==> src/rtl/defines.sv <==
`default_nettype none
// ---------------------------------------------------------------------------
// defines.sv
// Core-wide bus width and constant macros shared across the pipeline.
// Revision: 1.0 - initial release
// ---------------------------------------------------------------------------
`ifndef DEFINES_SV
`define DEFINES_SV
`define MemBus     31:0
`define MemAddrBus 31:0
`define ZeroWord   32'h00000000
`endif
`default_nettype wire

==> src/rtl/mem_arb_pkg.sv <==
`default_nettype none
// ---------------------------------------------------------------------------
// mem_arb_pkg
// Shared types and constants for the memory bus arbiter.
//   ArbState : IDLE / ISSUE / WAIT transaction phases
//   ArbOwner : which requester owns the current bus transaction
//   BE_ALL   : byte enables used for instruction fetches
// Revision: 1.0 - initial release
// ---------------------------------------------------------------------------
package mem_arb_pkg;

  typedef enum logic [1:0] {
    IDLE  = 2'd0,
    ISSUE = 2'd1,
    WAIT  = 2'd2
  } ArbState;

  typedef enum logic {
    OWN_D = 1'b0,
    OWN_I = 1'b1
  } ArbOwner;

  localparam logic [3:0] BE_ALL = 4'hF;

endpackage
`default_nettype wire

==> src/rtl/mem_arb_pick.sv <==
`default_nettype none
// ---------------------------------------------------------------------------
// mem_arb_pick
// Winner select between the data (D) and fetch (I) requesters plus the
// D-streak counter that keeps fetch from starving.
// Ports:
//   clk, rst_n : clock, synchronous active-low reset
//   d_req      : data port requesting this cycle
//   i_req      : fetch port requesting this cycle
//   gnt        : a grant is issued this cycle to 'owner'
//   owner      : combinational winner for the current requests
// Revision: 1.0 - initial release
// ---------------------------------------------------------------------------
module mem_arb_pick
  import mem_arb_pkg::*;
#(
  parameter int MAX_D_STREAK = 4
) (
  input  logic    clk,
  input  logic    rst_n,
  input  logic    d_req,
  input  logic    i_req,
  input  logic    gnt,
  output ArbOwner owner
);

  localparam int             SW         = $clog2(MAX_D_STREAK + 1);
  localparam logic [SW-1:0]  STREAK_MAX = SW'(MAX_D_STREAK);

  // Number of consecutive D grants made while I was waiting.
  logic [SW-1:0] streak;

  always_comb begin
    owner = OWN_D;
    if (i_req && (!d_req || streak == STREAK_MAX)) begin
      owner = OWN_I;
    end
  end

  always_ff @(posedge clk) begin
    if (!rst_n) begin
      streak <= '0;
    end else if (gnt) begin
      if (owner == OWN_D && i_req) begin
        if (streak != STREAK_MAX) begin
          streak <= streak + 1'b1;
        end
      end else begin
        streak <= '0;
      end
    end
  end

endmodule
`default_nettype wire

==> src/rtl/mem_bus_arbiter.sv <==
`include "defines.sv"
`default_nettype none
// ---------------------------------------------------------------------------
// mem_bus_arbiter
// Shares the single memory bus between the MEM-stage data port (D) and the
// instruction-fetch port (I). One transaction in flight at a time; each one
// finishes with exactly one rvalid pulse to its owner, or an error
// completion if the bus does not answer within TIMEOUT_CYC cycles.
// Ports:
//   clk, rst_n           : clock, synchronous active-low reset
//   d_req_i .. d_be_i    : data request and payload (held until d_gnt_o)
//   d_gnt_o              : data grant pulse (payload captured this cycle)
//   d_rvalid_o/rdata/err : data completion
//   i_req_i, i_addr_i    : fetch request (held until i_gnt_o)
//   i_gnt_o              : fetch grant pulse
//   i_rvalid_o/rdata/err : fetch completion
//   bus_*_o              : request towards memory, stable while bus_req_o
//   bus_gnt_i            : memory accepts the request
//   bus_rvalid_i/rdata_i : memory response
// Revision: 1.0 - initial release
// ---------------------------------------------------------------------------
module mem_bus_arbiter
  import mem_arb_pkg::*;
#(
  parameter int MAX_D_STREAK = 4,
  parameter int TIMEOUT_CYC  = 255
) (
  input  logic                clk,
  input  logic                rst_n,
  input  logic                d_req_i,
  input  logic                d_we_i,
  input  logic [`MemAddrBus]  d_addr_i,
  input  logic [`MemBus]      d_wdata_i,
  input  logic [3:0]          d_be_i,
  output logic                d_gnt_o,
  output logic                d_rvalid_o,
  output logic [`MemBus]      d_rdata_o,
  output logic                d_err_o,
  input  logic                i_req_i,
  input  logic [`MemAddrBus]  i_addr_i,
  output logic                i_gnt_o,
  output logic                i_rvalid_o,
  output logic [`MemBus]      i_rdata_o,
  output logic                i_err_o,
  output logic                bus_req_o,
  output logic                bus_we_o,
  output logic [`MemAddrBus]  bus_addr_o,
  output logic [`MemBus]      bus_wdata_o,
  output logic [3:0]          bus_be_o,
  input  logic                bus_gnt_i,
  input  logic                bus_rvalid_i,
  input  logic [`MemBus]      bus_rdata_i
);

  localparam int            TW         = $clog2(TIMEOUT_CYC);
  localparam logic [TW-1:0] TIMER_LAST = TW'(TIMEOUT_CYC - 1);

  ArbState       state;
  ArbState       state_nxt;
  ArbOwner       owner;
  ArbOwner       pick;
  logic [TW-1:0] timer;
  logic          grant;
  logic          rsp_ok;
  logic          rsp_tmo;

  mem_arb_pick #(
    .MAX_D_STREAK (MAX_D_STREAK)
  ) u_pick (
    .clk   (clk),
    .rst_n (rst_n),
    .d_req (d_req_i),
    .i_req (i_req_i),
    .gnt   (grant),
    .owner (pick)
  );

  always_ff @(posedge clk) begin
    if (!rst_n) begin
      state <= IDLE;
    end else begin
      state <= state_nxt;
    end
  end

  always_comb begin
    state_nxt = state;
    grant     = 1'b0;
    rsp_ok    = 1'b0;
    rsp_tmo   = 1'b0;
    case (state)
      IDLE: begin
        if (d_req_i || i_req_i) begin
          grant     = 1'b1;
          state_nxt = ISSUE;
        end
      end
      ISSUE: begin
        if (bus_gnt_i) begin
          state_nxt = WAIT;
        end
      end
      WAIT: begin
        // A response arriving on the timeout cycle still counts as success.
        if (bus_rvalid_i) begin
          rsp_ok    = 1'b1;
          state_nxt = IDLE;
        end else if (timer == TIMER_LAST) begin
          rsp_tmo   = 1'b1;
          state_nxt = IDLE;
        end
      end
      default: state_nxt = IDLE;
    endcase
  end

  assign d_gnt_o   = grant && (pick == OWN_D);
  assign i_gnt_o   = grant && (pick == OWN_I);
  // Decoded from the state register, so reset drops it on the next cycle.
  assign bus_req_o = (state == ISSUE);

  always_ff @(posedge clk) begin
    if (!rst_n) begin
      owner       <= OWN_D;
      timer       <= '0;
      bus_we_o    <= 1'b0;
      bus_addr_o  <= `ZeroWord;
      bus_wdata_o <= `ZeroWord;
      bus_be_o    <= 4'h0;
      d_rvalid_o  <= 1'b0;
      d_rdata_o   <= `ZeroWord;
      d_err_o     <= 1'b0;
      i_rvalid_o  <= 1'b0;
      i_rdata_o   <= `ZeroWord;
      i_err_o     <= 1'b0;
    end else begin
      d_rvalid_o <= 1'b0;
      i_rvalid_o <= 1'b0;

      if (grant) begin
        owner <= pick;
        if (pick == OWN_I) begin
          bus_we_o    <= 1'b0;
          bus_addr_o  <= i_addr_i;
          bus_wdata_o <= `ZeroWord;
          bus_be_o    <= BE_ALL;
        end else begin
          bus_we_o    <= d_we_i;
          bus_addr_o  <= d_addr_i;
          bus_wdata_o <= d_wdata_i;
          bus_be_o    <= d_be_i;
        end
      end

      if (state == ISSUE && bus_gnt_i) begin
        timer <= '0;
      end else if (state == WAIT) begin
        timer <= timer + 1'b1;
      end

      if (rsp_ok || rsp_tmo) begin
        if (owner == OWN_D) begin
          d_rvalid_o <= 1'b1;
          d_rdata_o  <= rsp_ok ? bus_rdata_i : `ZeroWord;
          d_err_o    <= rsp_tmo;
        end else begin
          i_rvalid_o <= 1'b1;
          i_rdata_o  <= rsp_ok ? bus_rdata_i : `ZeroWord;
          i_err_o    <= rsp_tmo;
        end
      end
    end
  end

endmodule
`default_nettype wire

==> config.mk <==
export PLATFORM = sky130hd
export DESIGN_NAME = mem_bus_arbiter
export DESIGN_NICKNAME = d
export VERILOG_FILES = /design/src/rtl/mem_arb_pkg.sv /design/src/rtl/mem_arb_pick.sv /design/src/rtl/mem_bus_arbiter.sv
export VERILOG_INCLUDE_DIRS = /design/src /design/src/rtl
export SDC_FILE = /design/constraint.sdc
export NUM_CORES = 1
export LEC_CHECK = 0
export CAP_MARGIN = 20
export CORE_ASPECT_RATIO = 0.9
export CORE_MARGIN = 2
export CORE_UTILIZATION = 38
export DETAILED_ROUTE_END_ITERATION = 6
export PLACE_DENSITY = 0.72
export RECOVER_POWER = 25
export SLEW_MARGIN = 10
export SYNTH_ARGS = -nofsm -noshare
export SYNTH_HDL_FRONTEND = slang
export SYNTH_HIERARCHICAL = 1
export SYNTH_SLANG_ARGS = --single-unit
==> constraint.sdc <==
create_clock -name clk -period 3.6 [get_ports clk]
set_input_delay 0.72 -clock clk [delete_from_list [all_inputs] [get_ports clk]]
set_output_delay 0.72 -clock clk [all_outputs]
set_load 0.01 [all_outputs]
; ---- Word level (Yosys, flattened, before mapping)
; Cells that the tools add are included.
[op_classes]
magnitude_cmp = 0
n_mux = 22
shift = 0
n_reduce_logical = 16
bitwise = 3
n_eq_ne = 9
div_mod_pow = 0
n_mul = 0
n_addsub = 2
[ops]
columns = cell, n
row1 = 2-to-1 mux 32 bit, 3
row2 = 2-to-1 mux 1 bit, 11
row3 = adder 8 x 1 -> 8 bit (second input constant), 1
row4 = equality test 8 bit (second input constant), 1
row5 = 2-to-1 mux 2 bit, 4
row6 = AND reduction 2 bit, 4
row7 = 2-to-1 mux 3 bit, 2
row8 = inequality test 3 bit (second input constant), 2
row9 = one-hot mux 2 bit (3 select lines), 1
row10 = logical AND 1 bit, 5
row11 = 2-to-1 mux 4 bit, 1
row12 = inequality test 2 bit (second input constant), 2
row13 = adder 3 x 1 -> 3 bit (second input constant), 1
row14 = equality test 3 bit (second input constant), 1
row15 = logical OR 1 bit, 3
row16 = inverter 1 bit, 3
row17 = AND reduction 3 bit, 1
row18 = equality test 2 x 1 -> 1 bit (second input constant), 1
row19 = equality test 2 bit (second input constant), 1
row20 = logical NOT 2 bit, 1
row21 = inequality test 2 x 1 -> 1 bit (second input constant), 1
row22 = OR reduction 2 bit, 1
row23 = logical NOT 1 bit, 1
[word_totals]
elab_cells = 66
regBits = 151
latch_bits = 0
in_bits = 139
ramBits = 0
n_memories = 0
rom_bits = 0
out_inout_bits = 140

; ---- Logic depth before layout (Yosys ltp)
[depth]
ltp_word = 8
mapped_depth = 9
ltp_nobuf = 7

; ---- Hierarchy
; Netlist, hierarchy kept.
[modules_own_cells]
columns = module, cells_per_inst, area_each_um2, seq_area_each_um2, n_inst
row1 = mem_bus_arbiter, 715, 6598.8, 2962.8, 1
row2 = mem_arb_pick, 19, 165.2, 60.1, 1

; ---- Least setup slack after synthesis
; Ideal clock, no wire load.
[synth_path]
path_kind = input port to output port
start = input i_req_i
end = output i_gnt_o
arrival_ps = 1536
stages = 4
path_buffers = 2
required_ps = 2880
setup_slack_ps = 1344
cell_sequence = a21boi_0 -> buf_2 -> clkbuf_1 -> and3_1
[synth_via]
elab_chain_len = 4
word_cells_on_any_way = 6
classes_between = mux (3) / reduce/logical (3)
[synth_lines]
columns = element, line_no
row1 = "start, declared", mem_bus_arbiter.sv:39  ; input logic i_req_i,
row2 = logical OR 1 bit, mem_bus_arbiter.sv:93  ; if (d_req_i || i_req_i) begin
row3 = 2-to-1 mux 1 bit, mem_bus_arbiter.sv:93
row4 = 2-to-1 mux 1 bit, mem_bus_arbiter.sv:91  ; case (state)
row5 = logical AND 1 bit (*), mem_bus_arbiter.sv:118  ; assign i_gnt_o = grant && (pick == OWN_I);
row6 = "end, declared", mem_bus_arbiter.sv:41  ; output logic i_gnt_o,
; Every way passes the cells marked *; elsewhere a longest branch is shown, timed or not.

; ---- Final worst setup path
[layout_path]
start = input i_req_i
end = output d_gnt_o
[layout_via]
elab_chain_len = 4
word_cells_on_any_way = 7
classes_between = mux (3) / bitwise (1) / reduce/logical (3)
[layout_lines]
columns = element, line_no
row1 = logical OR 1 bit or logical AND 1 bit (tied branches), "mem_bus_arbiter.sv:93, mem_arb_pick.sv:35"
row2 = 2-to-1 mux 1 bit (on tied branches), "mem_bus_arbiter.sv:93, mem_arb_pick.sv:35"
row3 = 2-to-1 mux 1 bit or inverter 1 bit (tied branches), "mem_bus_arbiter.sv:91, mem_bus_arbiter.sv:117"
row4 = logical AND 1 bit (*), mem_bus_arbiter.sv:117  ; assign d_gnt_o = grant && (pick == OWN_D);
row5 = "end, declared", mem_bus_arbiter.sv:35  ; output logic d_gnt_o,
; Marked as above.

==> out/qor.txt <==
Post-CTS Setup Inserts -> 0
syn avg cell area -> 9.215 um2
gr ovfl total -> 0
cts-stage hold buffer count -> 0
outcome -> finished with violations
largest net degree at the start of global routing -> 145
Multi-input gate area -> 3344 um2
register area -> 3023 um2
Synth area leaders -> dfxtp_1 45%, a21o_1 7.5%, o22ai_1 5.9%
Power, Total -> 4.549 mW
P&R area growth vs syn -> 51.20%
CTS tree -> done
final non-filler cell total -> 1,224
Hold Path Class -> register to register
fin crit period -> 2.973 ns
I/O pins -> 279
core outline area -> 17,550 um2
Die W -> 144.6 um
failing checks -> max-capacitance violations, max-slew violations
CP Max Fanout -> 6
Slew @ Worst Pin -> 1.591 ns
most common cell after layout, fill and taps aside -> clkdlybuf4s50_1
Antenna Nets Post-Route -> 0
fillers -> 1,600
Pre-antenna DRT Iters -> 4
sequential share of the synthesized area -> 44.69%
H-tree levels -> 4
Seq cells post-synth -> 151
most frequent cells in the layout -> 277 x clkdlybuf4s50_1, 151 x dfxtp_1, 103 x nand2_1
relative slew slack -> -6.034%
setup TNS -> 0 ns
dpl cell area -> 9612 um2
Max Buffers Root-to-Sink -> 2
routability cong. -> 0.8225
IO buf count -> 278
worst setup path class -> input pin to output port
DR vias -> 6,477
drc violations -> 0
final hold violations -> 0
Power Density -> 444.8 nW/um2
f_max -> 336.4 MHz
Yosys warnings -> 6
syn_nets -> 877
share of cells above drive strength 1 -> 5.799%
global-route wire length before repair -> 33.63 mm
Die Area -> 18,890 um2
CTS Root Cell -> clkbuf_16
Worst EP arrival -> 2.25 ns
leakage -> 4.519 nW
CTS Sinks -> 151
Tot GR Track Use -> 22.91%
initial cell density of the core -> 38.53%
Total Wirelength -> 21.88 mm
final instance area -> 10,230 um2
share of the synthesized area in the top cell type -> 44.69%
Setup crit end kind -> output port
Max-Cap Viols -> 1
CP Launch Type -> input pin
Crit path required time -> 2.88 ns
clk_lat worst skew -> 0.42 ns
num rows -> 46
top cell type by total area after synthesis -> dfxtp_1
Mapped Cells -> 734
Tcrit/Tclk final -> 82.58%
nets -> 1,113
Via density -> 5.292
Die H -> 130.6 um
Avg WL per Cell -> 17.88 um
endpoints failing setup -> 0
Synth Cell Area -> 6764 um2
RSZ-0062 raised after global routing -> false
VDD IR-drop max -> 0.3176 mV
fin. max-slew vios -> 145
clock buffer count from CTS -> 17
clock skew -> 0.01168 ns
DP HPWL -> 13.87 mm
Placed Cells -> 1,191
vias in the first global route -> 6,243
Post-CTS Resized -> 0
DRT iter0 DRCs -> 393
Clk pin slew, worst setup/hold paths -> 0.06 ns
Synth cell types -> 45
initial antenna violation count -> 1
## metal layers
layer,wire (um),up-vias,global-route usage (%)
met5,0,-,0
met4,613,0,9.766
met3,1239,36,6.997
met2,10550,190,37.22
met1,9483,3091,28.35
li1,-,3160,-
## per-stage QoR
| step | hold slack, ns | worst slack, ns | util (%) |
|---|---|---|---|
| floorplan | 0.4521 | 1.344 | - |
| global placement | 0.4546 | 0.6556 | 54.75 |
| detailed placement | 0.4610 | 0.6405 | 54.75 |
| CTS | 0.4768 | 0.6335 | 58.37 |
| global route | 0.4991 | 0.3478 | 58.26 |
| finish | 0.4732 | 0.6272 | 58.26 |
## cell usage after synthesis
master / count
nand2_2: 1
buf_1: 2
or2_0: 1
a21o_1: 68
mux2i_1: 32
dfxtp_1: 151
or2_2: 1
nor3b_4: 1
xnor2_1: 3
nand3_1: 34
a211oi_1: 1
ha_1: 4
o22ai_1: 64
nand4_2: 1
clkbuf_1: 35
or4_1: 1
nand4bb_1: 1
a21boi_1: 8
inv_1: 7
or3_1: 4
o21ba_2: 2
o21a_1: 2
nor2_1: 7
o31ai_1: 1
buf_4: 3
o211a_1: 33
nand4b_4: 1
buf_2: 29
nand2_1: 103
a21boi_0: 27
nand4b_1: 34
a31o_1: 1
xor2_1: 1
and3b_1: 1
nor3_1: 1
nor2b_1: 1
a21oi_1: 7
nor2_4: 1
inv_2: 2
o21ai_0: 38
buf_6: 6
o311a_1: 4
a32o_1: 3
and3_1: 4
nand3b_1: 2
## critical path, stage by stage
cell             delay [ns]
clkdlybuf4s50_1        0.47
or2_2                  0.36
nand2_2                0.15
nor2_1                 0.06
clkdlybuf4s50_1        0.49
## power by group
| part | switching [mW] | internal, mW |
|---|---|---|
| registers | 0.0625 | 1.77 |
| logic | 0.355 | 0.427 |
| clock network | 0.707 | 1.23 |
| total | 1.12 | 3.42 |
## cells by family after synthesis
logic type,after synthesis,share of synthesized area (%)
DFF,151,44.69
muxes,32,4.736
buffers and inverters,84,6.030
adders and majority gates,4,0.7399
and+or+nand+nor,200,15.82
AOI/OAI and AO/OA,259,27.47
xor gates and xnor gates,4,0.5180
## state kept, by name, summed over array words and instances, names as in the netlist
name / flops
bus_be_o: 4
owner: 1
i_err_o: 1
bus_addr_o: 32
d_rdata_o: 32
bus_we_o: 1
d_rvalid_o: 1
i_rdata_o: 32
state: 2
timer: 8
d_err_o: 1
u_pick/streak: 3
i_rvalid_o: 1
bus_wdata_o: 32
## area by class of cell
class                      count  area share (%)
sequential                   151           29.56
clock inverter                13           1.970
multi-input combinational    499           32.70
timing repair buffer         292           28.25
antenna                        1         0.02447
inverter                       9          0.3303
clock buffer                  19           4.233
tap                          240           2.936
## worst paths after layout
path         cells past startpoint             start  slack [ns]               to
min                              2   bus_wdata_o[31]        0.47  bus_wdata_o[31]
max                              5           i_req_i        0.63          d_gnt_o
min reg2reg                      2   bus_wdata_o[31]        0.47  bus_wdata_o[31]
max reg2reg                      8  u_pick/streak[0]        1.45    bus_addr_o[2]
Power figures use the tool's default switching activity.
